## src/rtl/mips_muldiv_pkg.sv

```systemverilog
// Shared encodings for the multi-cycle multiply/divide unit.
// Optional build macro used by the top level: MULDIV_DIVZERO_EN.
package mips_muldiv_pkg;

  localparam int ITER  = 32;
  localparam int CNT_W = 6;

  typedef enum logic [1:0] {
    OP_MULT  = 2'b00,
    OP_MULTU = 2'b01,
    OP_DIV   = 2'b10,
    OP_DIVU  = 2'b11
  } op_e;

  typedef enum logic [1:0] {
    IDLE = 2'd0,
    CALC = 2'd1,
    FIX  = 2'd2,
    WB   = 2'd3
  } state_e;

  function automatic logic op_is_div(input op_e op);
    return op[1];
  endfunction

  function automatic logic op_is_signed(input op_e op);
    return ~op[0];
  endfunction

endpackage

```

## src/rtl/mips_muldiv_sign_fix.sv

```systemverilog
// Conditional two's-complement negate; converts between signed values and magnitudes.
module mips_muldiv_sign_fix #(
  parameter int W = 32
) (
  input  logic [W-1:0] val_i,
  input  logic         neg_i,
  output logic [W-1:0] val_o
);

  assign val_o = neg_i ? (~val_i + W'(1)) : val_i;

endmodule

```

## src/rtl/mips_muldiv_unit.sv

```systemverilog
// Multi-cycle MULT/MULTU/DIV/DIVU unit writing LO/HI to two regfile ports at once.
// Build macro MULDIV_DIVZERO_EN adds div_by_zero and a short path for zero divisors.
module mips_muldiv_unit
  import mips_muldiv_pkg::*;
#(
  parameter int WIDTH = 32
) (
  input  logic             clk,
  input  logic             rst,
  input  logic             start,
  input  logic [1:0]       op,
  input  logic [WIDTH-1:0] operand_a,
  input  logic [WIDTH-1:0] operand_b,
  input  logic [4:0]       dest_lo,
  input  logic [4:0]       dest_hi,
  output logic             busy,
  output logic [WIDTH-1:0] write_data,
  output logic [4:0]       write_reg,
  output logic             signal_reg_write,
  output logic [WIDTH-1:0] write_data2,
  output logic [4:0]       write_reg2,
  output logic             signal_reg_write2
`ifdef MULDIV_DIVZERO_EN
  ,
  output logic             div_by_zero
`endif
);

  state_e             state_q, state_d;
  logic [CNT_W-1:0]   cnt_q, cnt_d;
  logic [2*WIDTH-1:0] acc_q, acc_d;
  logic [WIDTH-1:0]   dvsr_q, dvsr_d;
  op_e                op_q, op_d;
  logic               a_neg_q, a_neg_d;
  logic               b_neg_q, b_neg_d;
  logic               div0_q, div0_d;
  logic [4:0]         dest_lo_q, dest_lo_d;
  logic [4:0]         dest_hi_q, dest_hi_d;
  logic [WIDTH-1:0]   wdata_q, wdata_d;
  logic [WIDTH-1:0]   wdata2_q, wdata2_d;
  logic [4:0]         wreg_q, wreg_d;
  logic [4:0]         wreg2_q, wreg2_d;
  logic               we_q, we_d;
  logic               we2_q, we2_d;
`ifdef MULDIV_DIVZERO_EN
  logic               dbz_q, dbz_d;
`endif

  op_e              op_in;
  logic             in_signed, in_div, in_a_neg, in_b_neg, in_b_zero;
  logic [WIDTH-1:0] mag_a, mag_b;

  assign op_in     = op_e'(op);
  assign in_signed = op_is_signed(op_in);
  assign in_div    = op_is_div(op_in);
  assign in_a_neg  = in_signed & operand_a[WIDTH-1];
  assign in_b_neg  = in_signed & operand_b[WIDTH-1];
  assign in_b_zero = (operand_b == '0);

  mips_muldiv_sign_fix #(.W(WIDTH)) u_mag_a (
    .val_i (operand_a),
    .neg_i (in_a_neg),
    .val_o (mag_a)
  );

  mips_muldiv_sign_fix #(.W(WIDTH)) u_mag_b (
    .val_i (operand_b),
    .neg_i (in_b_neg),
    .val_o (mag_b)
  );

  logic [2*WIDTH-1:0] prod_fixed;
  logic [WIDTH-1:0]   quo_fixed, rem_fixed;

  mips_muldiv_sign_fix #(.W(2*WIDTH)) u_fix_prod (
    .val_i (acc_q),
    .neg_i (a_neg_q ^ b_neg_q),
    .val_o (prod_fixed)
  );

  // Zero-divisor quotient is left as all-ones; the remainder still gets a's sign back.
  mips_muldiv_sign_fix #(.W(WIDTH)) u_fix_quo (
    .val_i (acc_q[WIDTH-1:0]),
    .neg_i ((a_neg_q ^ b_neg_q) & ~div0_q),
    .val_o (quo_fixed)
  );

  mips_muldiv_sign_fix #(.W(WIDTH)) u_fix_rem (
    .val_i (acc_q[2*WIDTH-1:WIDTH]),
    .neg_i (a_neg_q),
    .val_o (rem_fixed)
  );

  // Multiply step: acc = {partial_hi, multiplier_lo}, add multiplicand then shift right.
  logic [WIDTH:0]     mul_sum;
  logic [2*WIDTH-1:0] mul_next;
  assign mul_sum  = {1'b0, acc_q[2*WIDTH-1:WIDTH]} + {1'b0, dvsr_q};
  assign mul_next = acc_q[0] ? {mul_sum, acc_q[WIDTH-1:1]}
                             : {1'b0, acc_q[2*WIDTH-1:1]};

  // Restoring divide step: acc = {remainder, dividend/quotient}, shift left and trial-subtract.
  logic [WIDTH:0]     rem_sh, trial;
  logic               trial_ok;
  logic [2*WIDTH-1:0] div_next;
  assign rem_sh   = {acc_q[2*WIDTH-1:WIDTH], acc_q[WIDTH-1]};
  assign trial    = rem_sh - {1'b0, dvsr_q};
  assign trial_ok = (rem_sh >= {1'b0, dvsr_q});
  assign div_next = trial_ok ? {trial[WIDTH-1:0], acc_q[WIDTH-2:0], 1'b1}
                             : {rem_sh[WIDTH-1:0], acc_q[WIDTH-2:0], 1'b0};

  always_comb begin
    state_d   = state_q;
    cnt_d     = cnt_q;
    acc_d     = acc_q;
    dvsr_d    = dvsr_q;
    op_d      = op_q;
    a_neg_d   = a_neg_q;
    b_neg_d   = b_neg_q;
    div0_d    = div0_q;
    dest_lo_d = dest_lo_q;
    dest_hi_d = dest_hi_q;
    wdata_d   = wdata_q;
    wdata2_d  = wdata2_q;
    wreg_d    = wreg_q;
    wreg2_d   = wreg2_q;
    we_d      = 1'b0;
    we2_d     = 1'b0;
`ifdef MULDIV_DIVZERO_EN
    dbz_d     = 1'b0;
`endif

    unique case (state_q)
      IDLE: begin
        if (start) begin
          op_d      = op_in;
          a_neg_d   = in_a_neg;
          b_neg_d   = in_b_neg;
          div0_d    = in_div & in_b_zero;
          dest_lo_d = dest_lo;
          dest_hi_d = dest_hi;
          dvsr_d    = in_div ? mag_b : mag_a;
          acc_d     = {{WIDTH{1'b0}}, (in_div ? mag_a : mag_b)};
          cnt_d     = CNT_W'(WIDTH - 1);
          state_d   = CALC;
`ifdef MULDIV_DIVZERO_EN
          if (in_div & in_b_zero) begin
            acc_d   = {mag_a, {WIDTH{1'b1}}};
            state_d = FIX;
          end
`endif
        end
      end

      CALC: begin
        acc_d = op_is_div(op_q) ? div_next : mul_next;
        if (cnt_q == '0) begin
          state_d = FIX;
        end else begin
          cnt_d = cnt_q - CNT_W'(1);
        end
      end

      FIX: begin
        if (op_is_div(op_q)) begin
          wdata_d  = quo_fixed;
          wdata2_d = rem_fixed;
        end else begin
          wdata_d  = prod_fixed[WIDTH-1:0];
          wdata2_d = prod_fixed[2*WIDTH-1:WIDTH];
        end
        wreg_d  = dest_lo_q;
        wreg2_d = dest_hi_q;
        we_d    = (dest_lo_q != dest_hi_q);
        we2_d   = 1'b1;
`ifdef MULDIV_DIVZERO_EN
        dbz_d   = div0_q;
`endif
        state_d = WB;
      end

      WB: begin
        state_d = IDLE;
      end

      default: state_d = IDLE;
    endcase
  end

  always_ff @(posedge clk) begin
    if (rst) begin
      state_q   <= IDLE;
      cnt_q     <= '0;
      acc_q     <= '0;
      dvsr_q    <= '0;
      op_q      <= OP_MULT;
      a_neg_q   <= 1'b0;
      b_neg_q   <= 1'b0;
      div0_q    <= 1'b0;
      dest_lo_q <= '0;
      dest_hi_q <= '0;
      wdata_q   <= '0;
      wdata2_q  <= '0;
      wreg_q    <= '0;
      wreg2_q   <= '0;
      we_q      <= 1'b0;
      we2_q     <= 1'b0;
`ifdef MULDIV_DIVZERO_EN
      dbz_q     <= 1'b0;
`endif
    end else begin
      state_q   <= state_d;
      cnt_q     <= cnt_d;
      acc_q     <= acc_d;
      dvsr_q    <= dvsr_d;
      op_q      <= op_d;
      a_neg_q   <= a_neg_d;
      b_neg_q   <= b_neg_d;
      div0_q    <= div0_d;
      dest_lo_q <= dest_lo_d;
      dest_hi_q <= dest_hi_d;
      wdata_q   <= wdata_d;
      wdata2_q  <= wdata2_d;
      wreg_q    <= wreg_d;
      wreg2_q   <= wreg2_d;
      we_q      <= we_d;
      we2_q     <= we2_d;
`ifdef MULDIV_DIVZERO_EN
      dbz_q     <= dbz_d;
`endif
    end
  end

  assign busy              = (state_q != IDLE);
  assign write_data        = wdata_q;
  assign write_reg         = wreg_q;
  assign signal_reg_write  = we_q;
  assign write_data2       = wdata2_q;
  assign write_reg2        = wreg2_q;
  assign signal_reg_write2 = we2_q;
`ifdef MULDIV_DIVZERO_EN
  assign div_by_zero       = dbz_q;
`endif

endmodule
```

## config.mk

```make
export PLATFORM = sky130hd
export DESIGN_NAME = mips_muldiv_unit
export DESIGN_NICKNAME = d
export VERILOG_FILES = /design/src/rtl/mips_muldiv_pkg.sv /design/src/rtl/mips_muldiv_sign_fix.sv /design/src/rtl/mips_muldiv_unit.sv
export SDC_FILE = /design/constraint.sdc
export NUM_CORES = 1
export LEC_CHECK = 0
export CORE_MARGIN = 2
export CORE_UTILIZATION = 45
export DETAILED_ROUTE_END_ITERATION = 8
export PLACE_DENSITY = 0.78
export SYNTH_ARGS = -nofsm -noshare
export SYNTH_HDL_FRONTEND = slang
export SYNTH_SLANG_ARGS = --single-unit
```

## constraint.sdc

```tcl
create_clock -name clk -period 9.5 [get_ports clk]
set_input_delay 1.425 -clock clk [delete_from_list [all_inputs] [get_ports clk]]
set_output_delay 1.425 -clock clk [all_outputs]
set_load 0.005 [all_outputs]
```

==> run_results.csv <==
group,metric,value,unit
route,drcViolationCount,0,
synth,ys_types,74,
final_layout,multi_input_area,10200,um^2
final_layout,top_register,"acc_q",
final_layout,finalInstanceArea,17200,um^2
critical_path,critPathCaptureType,"flip-flop",
clock_network,ctsResizeCount,0,
sta,min_period_over_period,0.466,
route,wl_per_cell,19.7,um
clock_network,hold_buffers,0,
placed_design,detailed_place_hpwl,36700,um
power_and_ir_drop,powerDensity,265,nW/um^2
critical_path,crit_slowest_cell,"nor4_1",
sta,min_period,4.43,ns
synth,syn_inst,1984,
critical_path,critPathKind,"primary input to flip-flop",
global_route,antenna_found_initial,1,
clock_network,cts_tree,"yes",
power_and_ir_drop,fin_total_pwr,4570,uW
critical_path,cpPeakStageDelay,0.96,ns
clock_network,postCtsSetupRepairBufs,0,
sta,finalSetupViolCount,0,
critical_path,cp_common_cell,"a21oi_1",
die,fp.dieH,186,um
power_and_ir_drop,p_switching,2150,uW
sta,fin_tns_setup,0,ns
critical_path,critPathMaxFanout,5,
job,cap_violations,0,
critical_path,r2r_start,"acc_q[32]",
hold_path,holdPathEnd,"write_data2[30]",
die,die_x,186,um
synth,seq_area_frac_synth,0.262,
critical_path,cp_data_arrival_time,4.71,ns
synth,synth-seq-cells,194,
clock_network,cts_buffer_depth,2,
critical_path,worst_path_dominant_cell_family,"simple AND/OR/NAND/NOR gates",
sta,max_freq,0.226,GHz
global_route,overflow,0,
synth,synth_edf_count,0,
die,dieArea,34400,um^2
sta,slew_headroom,0.141,
final_layout,nets,2196,
critical_path,path_buf_inv,1,
power_and_ir_drop,p_leak,0.00651,uW
placed_design,place.gp.congestion,0.963,
power_and_ir_drop,internal_power,2420,uW
critical_path,worst_ep_required_time,9.78,ns
sta,finalHoldViolations,0,
placed_design,place_inst,2464,
route,first_iter_violations,1798,
clock_network,htreeDepth,4,
critical_path,worstRegToRegCells,12,
final_layout,fin_util,0.531,
die,ios,156,
critical_path,r2r_slack,5.48,ns
sta,rsz0062_at_grt,"false",
sta,worst_pin_slew,1.28,ns
global_route,grt_max_degree,88,
power_and_ir_drop,p_sw_frac,0.471,
status,status,"finished clean",
sta,drv_slew,0,
hold_path,hold_depth,2,
placed_design,portBuffers,155,
sta,finClkSkew,0.0136,ns
route,vias,15500,
final_layout,nFillCells,3066,
hold_path,hold_start,"write_data2[30]",
route,drt-total-wl,49200,um
power_and_ir_drop,pwr-share-clk,0.169,
global_route,grt_pass1_vias,14200,
final_layout,fin_cells,2496,
route,drtAntennaViolNets,0,
clock_network,numCtsBuffers,17,
final_layout,diodes,0,
clock_network,cts.sinks,194,
power_and_ir_drop,max-vdd-ir-drop,0.000188,V
die,core.rowCount,66,
synth,ys_async_sr_fraction,0,
global_route,grt_pass1_wl,76900,um
synth,synth_area_per_cell,7.47,um^2
final_layout,regArea,3880,um^2
synth,synth_warnings,0,
synth,synth-main-ff-cell,"dfxtp_1",
critical_path,startpoint_type,"primary input",
critical_path,r2r_end,"acc_q[53]",
route,via_per_inst,6.21,
final_layout,largest_register_ffs,64,
synth,syn-cell-area,14800,um^2
power_and_ir_drop,pwr-share-comb,0.545,
clock_network,clock_latency,0.45,ns
critical_path,cp_cell_sequence,"clkdlybuf4s50_1, or4_1, or2_2, nor4_1, a21oi_1, xor2_1, o21ai_0, a21oi_1, o21ai_0, a21oi_1",
placed_design,placed_area,16600,um^2
die,start_util,0.457,
final_layout,drive_above_1_share,0.0536,
final_layout,area_growth,16.1,%
clock_network,clkTransAtPathRegs,0.08,ns
power_and_ir_drop,pwr-share-seq,0.286,
die,core,32500,um^2
clock_network,root_buffer,"clkbuf_16",
synth,synth_nets,2139,
route,first_pass_iters,8,
hold_path,min_path_type,"flip-flop to flip-flop",
global_route,grt.total_usage,0.283,
-- area by class of cell --
type / instances / share of cell area
clock buffers: 18 / 0.0255
clock inverters: 14 / 0.0104
inverters: 68 / 0.0148
multi-input cells: 1585 / 0.593
flip-flops and latches: 194 / 0.226
well taps: 442 / 0.0321
repair buffers: 175 / 0.0984
-- tightest hold or removal path, cell delays in order, from the launching register on --
cell and delay [ns]:
dfxtp_1 0.32, nand2_1 0.05, o21ai_1 0.05
-- worst max path at each step --
stage | startpoint | endpoint | slack [ns] | depth (start not counted)
after floorplan | operand_a[9] | acc_q[27] | 5.81 | 9
after global placement | operand_b[11] | acc_q[29] | 4.78 | 9
after detailed placement | operand_b[11] | acc_q[25] | 4.72 | 9
after CTS | operand_b[11] | acc_q[25] | 5.18 | 9
after global routing | operand_b[11] | acc_q[24] | 4.74 | 10
final | operand_b[9] | acc_q[24] | 5.07 | 10
-- placed cells by master, fill, tap and decap left out, drive strengths merged, types with 13 or more instances in the layout --
cell type,count
a211oi,100
a21o,33
a21oi,184
a31oi,19
buf,22
clkbuf,18
clkdlybuf4s50,153
dfxtp,194
ha,74
inv,75
mux2,25
mux2i,42
nand2,225
nand2b,16
nand3,21
nand4,18
nor2,205
nor3,55
nor4,13
o211ai,40
o21ai,129
o31ai,24
or3,25
xnor2,90
xor2,89
-- routing by layer --
metal / track usage / up-vias / wire [um]
li1: - / 7278 / -
met1: 0.397 / 7278 / 21000
met2: 0.429 / 832 / 21200
met3: 0.0575 / 113 / 5400
met4: 0.0980 / 2 / 1550
met5: 0 / - / 12
-- through the flow --
stage                     setup WS [ns]  hold slack (ns)
after global placement             4.78            0.439
after floorplan                    5.81            0.444
after detailed placement           4.72            0.448
final                              5.07            0.456
after CTS                          5.18            0.463
after global routing               4.74            0.485
-- power by group through the flow --
stage	clock network [uW]	logic, uW	registers [uW]
finish	772	2490	1310
global route	808	2730	1330
CTS	777	2450	1290
detailed placement	0	2430	1310
global placement	0	2380	1300
floorplan	0	1760	1200
-- Yosys cell counts, types with 21 or more instances --
library cell  number  area, um^2
a211oi_1         100         751
a21o_1            33         248
a21oi_1          184         921
clkbuf_1         120         450
dfxtp_1          194        3880
ha_1              74         926
inv_1             68         255
mux2_2            25         282
mux2i_1           42         420
nand2_1          225         845
nand3_1           21         105
nor2_1           205         769
nor3_1            52         260
o211ai_1          40         300
o21ai_0          126         631
o31ai_1           24         180
or3_1             23         144
xnor2_1           90         788
xor2_1            89         780
-- logic make-up after synthesis --
kind of cell / after synthesis / share of synthesized area
compound gates: 628 / 0.272
mux: 67 / 0.0473
buf+inv: 205 / 0.0524
flops: 194 / 0.262
fa+ha+maj: 76 / 0.0651
xor+xnor: 179 / 0.106
simple gates: 635 / 0.195
Note: power is estimated with default switching activity, not from simulation.
